File: config.mk
export PLATFORM = sky130hd
export DESIGN_NAME = cla_serial_adder_flat
export DESIGN_NICKNAME = d
export VERILOG_FILES = /design/src/rtl/cla_serial_adder_pkg.sv /design/src/rtl/cla_serial_adder_if.sv /design/src/rtl/cla_nibble_gp.sv /design/src/rtl/uat.sv /design/src/rtl/cla_serial_adder.sv /design/src/flat_wrapper.sv
export SDC_FILE = /design/constraint.sdc
export NUM_CORES = 1
export LEC_CHECK = 0
export CORE_UTILIZATION = 51
export CTS_CLUSTER_SIZE = 20
export DETAILED_ROUTE_END_ITERATION = 8
export HOLD_SLACK_MARGIN = 0.02
export PLACE_DENSITY = 0.87
export SETUP_SLACK_MARGIN = 0.02
export SLEW_MARGIN = 40
export SYNTH_ARGS = -nofsm -noshare
export SYNTH_HDL_FRONTEND = slang
export SYNTH_SLANG_ARGS = --single-unit
File: constraint.sdc
create_clock -name clk -period 2.7 [get_ports clk]
set_input_delay 0.54 -clock clk [delete_from_list [all_inputs] [get_ports clk]]
set_output_delay 0.54 -clock clk [all_outputs]
set_load 0.03 [all_outputs]
File: src/rtl/cla_serial_adder_pkg.sv
// rtl/cla_serial_adder_pkg.sv - shared constants for the nibble-serial adder
package cla_serial_adder_pkg;

  localparam int NIBBLE_W = 4;

  localparam logic [1:0] IDLE = 2'd0;
  localparam logic [1:0] RUN  = 2'd1;
  localparam logic [1:0] DONE = 2'd2;

  function automatic int nibble_count(input int width);
    return width / NIBBLE_W;
  endfunction

endpackage

File: src/rtl/cla_serial_adder_if.sv
// rtl/cla_serial_adder_if.sv - operand/result handshake bundle for the serial adder
interface cla_serial_adder_if #(
  parameter int WIDTH = 16
);
  logic             in_valid;
  logic             in_ready;
  logic [WIDTH-1:0] a;
  logic [WIDTH-1:0] b;
  logic             cin;
  logic             sub;
  logic             out_valid;
  logic             out_ready;
  logic [WIDTH-1:0] sum;
  logic             cout;
  logic             ovf;

  modport master (
    output in_valid, a, b, cin, sub, out_ready,
    input  in_ready, out_valid, sum, cout, ovf
  );

  modport slave (
    input  in_valid, a, b, cin, sub, out_ready,
    output in_ready, out_valid, sum, cout, ovf
  );
endinterface

File: src/rtl/cla_nibble_gp.sv
// rtl/cla_nibble_gp.sv - per-nibble generate/propagate and sum formation
module cla_nibble_gp (
  input  logic [3:0] a4,
  input  logic [3:0] b4,
  input  logic [3:0] carry,
  input  logic       carry_in,
  output logic [3:0] g4,
  output logic [3:0] p4,
  output logic [3:0] sum4
);

  assign g4 = a4 & b4;
  assign p4 = a4 | b4;
  // p is OR-based, so p^g recovers a^b before folding in the incoming carry
  assign sum4 = p4 ^ g4 ^ {carry[2:0], carry_in};

endmodule

File: src/rtl/uat.sv
// rtl/uat.sv - 4-bit lookahead carry unit: carry vector from generate/propagate
module uat (
  input  logic [3:0] g_in,
  input  logic [3:0] p_in,
  input  logic       carry_in,
  output logic [3:0] carry
);

  assign carry[0] = g_in[0] | (p_in[0] & carry_in);
  assign carry[1] = g_in[1] | (p_in[1] & g_in[0]) | (p_in[1] & p_in[0] & carry_in);
  assign carry[2] = g_in[2] | (p_in[2] & g_in[1]) | (p_in[2] & p_in[1] & g_in[0])
                  | (p_in[2] & p_in[1] & p_in[0] & carry_in);
  assign carry[3] = g_in[3] | (p_in[3] & g_in[2]) | (p_in[3] & p_in[2] & g_in[1])
                  | (p_in[3] & p_in[2] & p_in[1] & g_in[0])
                  | (p_in[3] & p_in[2] & p_in[1] & p_in[0] & carry_in);

endmodule

File: src/rtl/cla_serial_adder.sv
// rtl/cla_serial_adder.sv - nibble-serial add/subtract with valid/ready on both sides
module cla_serial_adder
  import cla_serial_adder_pkg::*;
#(
  parameter int WIDTH = 16
) (
  input logic              clk,
  input logic              rst_n,
  cla_serial_adder_if.slave bus
);

  localparam int NIBBLES = nibble_count(WIDTH);
  localparam int IDX_W   = (NIBBLES > 1) ? $clog2(NIBBLES) : 1;
  localparam logic [IDX_W-1:0] LAST_IDX = IDX_W'(NIBBLES - 1);

  logic [1:0]                       state;
  logic [IDX_W-1:0]                 index;
  logic [NIBBLES-1:0][NIBBLE_W-1:0] a_q;
  logic [NIBBLES-1:0][NIBBLE_W-1:0] b_q;
  logic [NIBBLES-1:0][NIBBLE_W-1:0] sum_q;
  logic                             carry_q;
  logic                             cout_q;
  logic                             ovf_q;
  logic [NIBBLE_W-1:0]              g;
  logic [NIBBLE_W-1:0]              p;
  logic [NIBBLE_W-1:0]              c;
  logic [NIBBLE_W-1:0]              s;

  cla_nibble_gp u_gp (
    .a4       (a_q[index]),
    .b4       (b_q[index]),
    .carry    (c),
    .carry_in (carry_q),
    .g4       (g),
    .p4       (p),
    .sum4     (s)
  );

  uat u_uat (
    .g_in     (g),
    .p_in     (p),
    .carry_in (carry_q),
    .carry    (c)
  );

  assign bus.in_ready  = (state == IDLE);
  assign bus.out_valid = (state == DONE);
  assign bus.sum       = sum_q;
  assign bus.cout      = cout_q;
  assign bus.ovf       = ovf_q;

  always_ff @(posedge clk or negedge rst_n) begin
    if (!rst_n) begin
      state   <= IDLE;
      index   <= '0;
      a_q     <= '0;
      b_q     <= '0;
      sum_q   <= '0;
      carry_q <= 1'b0;
      cout_q  <= 1'b0;
      ovf_q   <= 1'b0;
    end else begin
      case (state)
        IDLE: begin
          if (bus.in_valid) begin
            a_q     <= bus.a;
            b_q     <= bus.sub ? ~bus.b : bus.b;
            carry_q <= bus.sub | bus.cin;
            sum_q   <= '0;
            index   <= '0;
            state   <= RUN;
          end
        end
        RUN: begin
          sum_q[index] <= s;
          carry_q      <= c[3];
          // index returns to zero here so it is already clear when IDLE is reached
          if (index == LAST_IDX) begin
            cout_q <= c[3];
            ovf_q  <= c[2] ^ c[3];
            index  <= '0;
            state  <= DONE;
          end else begin
            index <= index + 1'b1;
          end
        end
        DONE: begin
          if (bus.out_ready) begin
            state <= IDLE;
          end
        end
        default: state <= IDLE;
      endcase
    end
  end

endmodule

File: src/flat_wrapper.sv
// flat-port wrapper written by rule: the top's interface ports become plain ports
module cla_serial_adder_flat import cla_serial_adder_pkg::*;
#(
  parameter int WIDTH = 16
)
  (clk, rst_n, bus_in_valid, bus_a, bus_b, bus_cin, bus_sub, bus_out_ready, bus_in_ready, bus_out_valid, bus_sum, bus_cout, bus_ovf);
  cla_serial_adder_if #(.WIDTH(WIDTH)) bus_i ();
  input logic clk;
  input logic rst_n;
  input wire logic [$bits(bus_i.in_valid)-1:0] bus_in_valid;
  input wire logic [$bits(bus_i.a)-1:0] bus_a;
  input wire logic [$bits(bus_i.b)-1:0] bus_b;
  input wire logic [$bits(bus_i.cin)-1:0] bus_cin;
  input wire logic [$bits(bus_i.sub)-1:0] bus_sub;
  input wire logic [$bits(bus_i.out_ready)-1:0] bus_out_ready;
  output wire logic [$bits(bus_i.in_ready)-1:0] bus_in_ready;
  output wire logic [$bits(bus_i.out_valid)-1:0] bus_out_valid;
  output wire logic [$bits(bus_i.sum)-1:0] bus_sum;
  output wire logic [$bits(bus_i.cout)-1:0] bus_cout;
  output wire logic [$bits(bus_i.ovf)-1:0] bus_ovf;
  assign bus_i.in_valid = bus_in_valid;
  assign bus_i.a = bus_a;
  assign bus_i.b = bus_b;
  assign bus_i.cin = bus_cin;
  assign bus_i.sub = bus_sub;
  assign bus_i.out_ready = bus_out_ready;
  assign bus_in_ready = bus_i.in_ready;
  assign bus_out_valid = bus_i.out_valid;
  assign bus_sum = bus_i.sum;
  assign bus_cout = bus_i.cout;
  assign bus_ovf = bus_i.ovf;
  cla_serial_adder #(.WIDTH(WIDTH)) u_core (.clk(clk), .rst_n(rst_n), .bus(bus_i));
endmodule
==> impl_metrics.tcl, run 1 <==
set metrics [dict create \
    placementRows 26 \
    synth_area_leaders "dfrtp_1 50%, mux2_2 6.5%, mux4_2 6.5%" \
    clkLatencyLatePin_ns 0.31 \
    worst-r2r-cell-count 6 \
    buffer_ports.inserted 57 \
    result_of_the_run "finished, final reports clean" \
    final_nets 343 \
    n_antenna_cell 0 \
    htreeDepth 2 \
    number_of_flops_mapped_to_enable_cells_by_yosys 0 \
    power-per-cell-area_nw_per_um2 1270 \
    first_pass_grt_wire_length_um 9110 \
    critPathMaxStageDelay_ns 0.62 \
    drc_viols 0 \
    initial_antenna_violation_count 0 \
    cts_setup_buffers 0 \
    yosysTopAreaCell "dfrtp_1" \
    synth_most_common_cell "dfrtp_1" \
    startpoint_type "register" \
    synth.ff_latch_count 55 \
    cts_root_buf "clkbuf_8" \
    antenna_violating_nets_post_route 0 \
    critical_path.endpoint_type "register" \
    finalSetupViolCount 0 \
    cts_buffers 5 \
    r2r_setup_slack_ns 0.22 \
    clk_path_buf_depth 2 \
    drtIter0Drc 141 \
    finalHoldViolCount 0 \
    timing.hold.ws_ns 0.207 \
    vias_in_the_first_global_route 1945 \
    dieWidth_um 75.5 \
    finalWorstPathRequiredPeriod_ns 2.48 \
    layout_worst_path_cycle_share 0.917 \
    design.core.area_um2 5140 \
    mappedNetlistArea_um2 2750 \
    place.gp.congestion 0.808 \
    cts.sink_count 55 \
    total_leakage_power_uw 0.00147 \
    timing.critical_path.slowest_stage_cell "mux4_2" \
    crit_arrival_ns 2.68 \
    crit_chain "mux4_2 > ha_1 > nor2_2 > a211oi_2 > or3_1 > a32o_1" \
    post-synth-top-area-fraction 0.500 \
    max_freq_mhz 404 \
    total_number_of_vias 1955 \
    worstPathMaxFanout 8 \
    min_path_type "primary input to async pin" \
    initial_util 0.535 \
    maxSlewViolCount 0 \
    synth.avg_cell_area_um2 11.8 \
    synth_nets 284 \
    drtPass1Iterations 4 \
    die-area_um2 5690 \
    tns_ns 0 \
    final_critical_path_setup_slack_ns 0.224 \
    largest_net_degree_at_the_start_of_global_routing 56 \
    syn_to_final_growth_pct 26.3 \
    synth_sequential_area_ratio 0.500 \
    timing_worst_setup_path_type "register to register" \
    yosys_warnings 0 \
    cap_violations 0 \
    postCtsResizedCells 0 \
    worst_r2r_startpoint "u_core.index[0]" \
    tritoncts_clock_tree "done" \
    maxSlewHeadroom 0.701 \
    fin_skew_ns 0.00788 \
    final_layout_size_suffix_gt1_frac 0.147 \
    crit_buf_inv 0 \
    worst_r2r_endpoint "u_core.bus.sum[11]" \
    synth-main-ff-cell "dfrtp_1" \
    route.final.wire_length_um 5400 \
    pre_cts_ws_ns 0.226 \
    cts.reportedPaths.clkPinSlew_ns 0.10 \
    post-dp-hpwl_um 4130 \
    post_synth_num_cell_types 33 \
    irDropWorstVdd_uv 621 \
    timing_worst_slew_pin_value_ns 0.448 \
    cts.hold.buffers_added 0 \
    global_route.overflow_total 0 \
    syn-instance-count 233 \
    cp_data_required_time_ns 2.91 \
    avgViaCountPerCell 5.40 \
    post_drt_wl_per_cell_um 14.9 \
    fp.dieH_um 75.5 \
    critical-path-top-delay-family "multiplexers" \
    unrepaired_setup_endpoints_after_global_routing "no" \
    synthArstFlopShare 1.00 \
    grt_util_all_layers 0.219 \
    io_pins 58 \
    netlist_top_cells_count "55 x dfrtp_1, 24 x nor2_1, 19 x a21oi_1" \
]
[cells by family (layout without fill, tap and decap cells)]
family	count (synthesis)	count (layout)	share of synthesized area
flip-flops	55	55	0.500
AND/OR/NAND/NOR	51	51	0.0896
AO/OA/AOI/OAI	48	48	0.112
multiplexers	24	24	0.131
buffers and inverters	24	83	0.0477
XOR/XNOR	18	18	0.0573
adder cells (fa/ha/maj)	13	13	0.0618
[flip-flops by register name, indices dropped and copies added, names as in the netlist]
name,flops
u_core.bus.sum,16
u_core.b_q,16
u_core.state,2
u_core.a_q,16
u_core.carry_q,1
u_core.bus.ovf,1
u_core.bus.cout,1
u_core.index,2
[metal layers]
layer | track usage | wire (um) | vias up
li1 | - | - | 921
met1 | 0.283 | 2220 | 965
met2 | 0.375 | 2840 | 59
met3 | 0.0384 | 246 | 10
met4 | 0.0761 | 95 | 0
met5 | 0 | 0 | -
[layout make-up]
class,instances,area (um2)
fill,420,1670
sequential,55,1380
multi-input combinational,154,1240
timing repair buffer,64,631
tap,70,87.6
clock buffer,6,82.6
inverter,12,45.0
clock inverter,1,8.76
[layout by cell type, fill, tap and decap left out, types with 2 or more instances in the layout]
cell             instances
nor2_1                  24
ha_1                    12
xnor2_1                 18
clkdlybuf4s50_1         56
and3b_1                  4
a21oi_1                 19
nand2b_1                 2
o21ai_0                  9
mux4_2                   8
nor2b_1                  2
nand2_1                 15
inv_1                   12
dfrtp_1                 55
o21bai_1                 3
a22o_1                   4
o31ai_1                  2
clkbuf_8                 6
a32o_1                   4
buf_4                    6
mux2_2                  16
[power breakdown]
part | switching, uW | internal [uW]
registers | 309 | 1200
logic | 1300 | 1130
clock network | 263 | 207
total | 1870 | 2540
[how the worst max path moves through the flow]
stage                     slack (ns)                 end       startpoint  cells past startpoint
final                           0.22  u_core.bus.sum[11]  u_core.index[0]                      6
after global routing            0.07  u_core.bus.sum[11]  u_core.index[0]                      6
after CTS                       0.20   u_core.bus.sum[3]  u_core.index[0]                      6
after detailed placement        0.23   u_core.bus.sum[3]  u_core.index[0]                      6
after global placement          0.27  u_core.bus.sum[15]  u_core.index[0]                      6
after floorplan                 0.28  u_core.bus.sum[11]  u_core.index[0]                      7
[metrics by stage]
step	instance area, um2	instances	utilization	power [uW]
floorplan	2750	233	-	3230
global placement	3380	355	0.658	3860
detailed placement	3380	355	0.658	3980
CTS	3470	362	0.676	4460
global route	3470	362	0.676	4790
finish	3470	362	0.676	4410
(Power assumes the default switching activity.)
==> run 2, diff against run 1 <==
- ABC_CLOCK_PERIOD_IN_PS: not set -> 2700
==> results of run 2 <==
Final layout, timing and power as in run 1 (identical DEF).
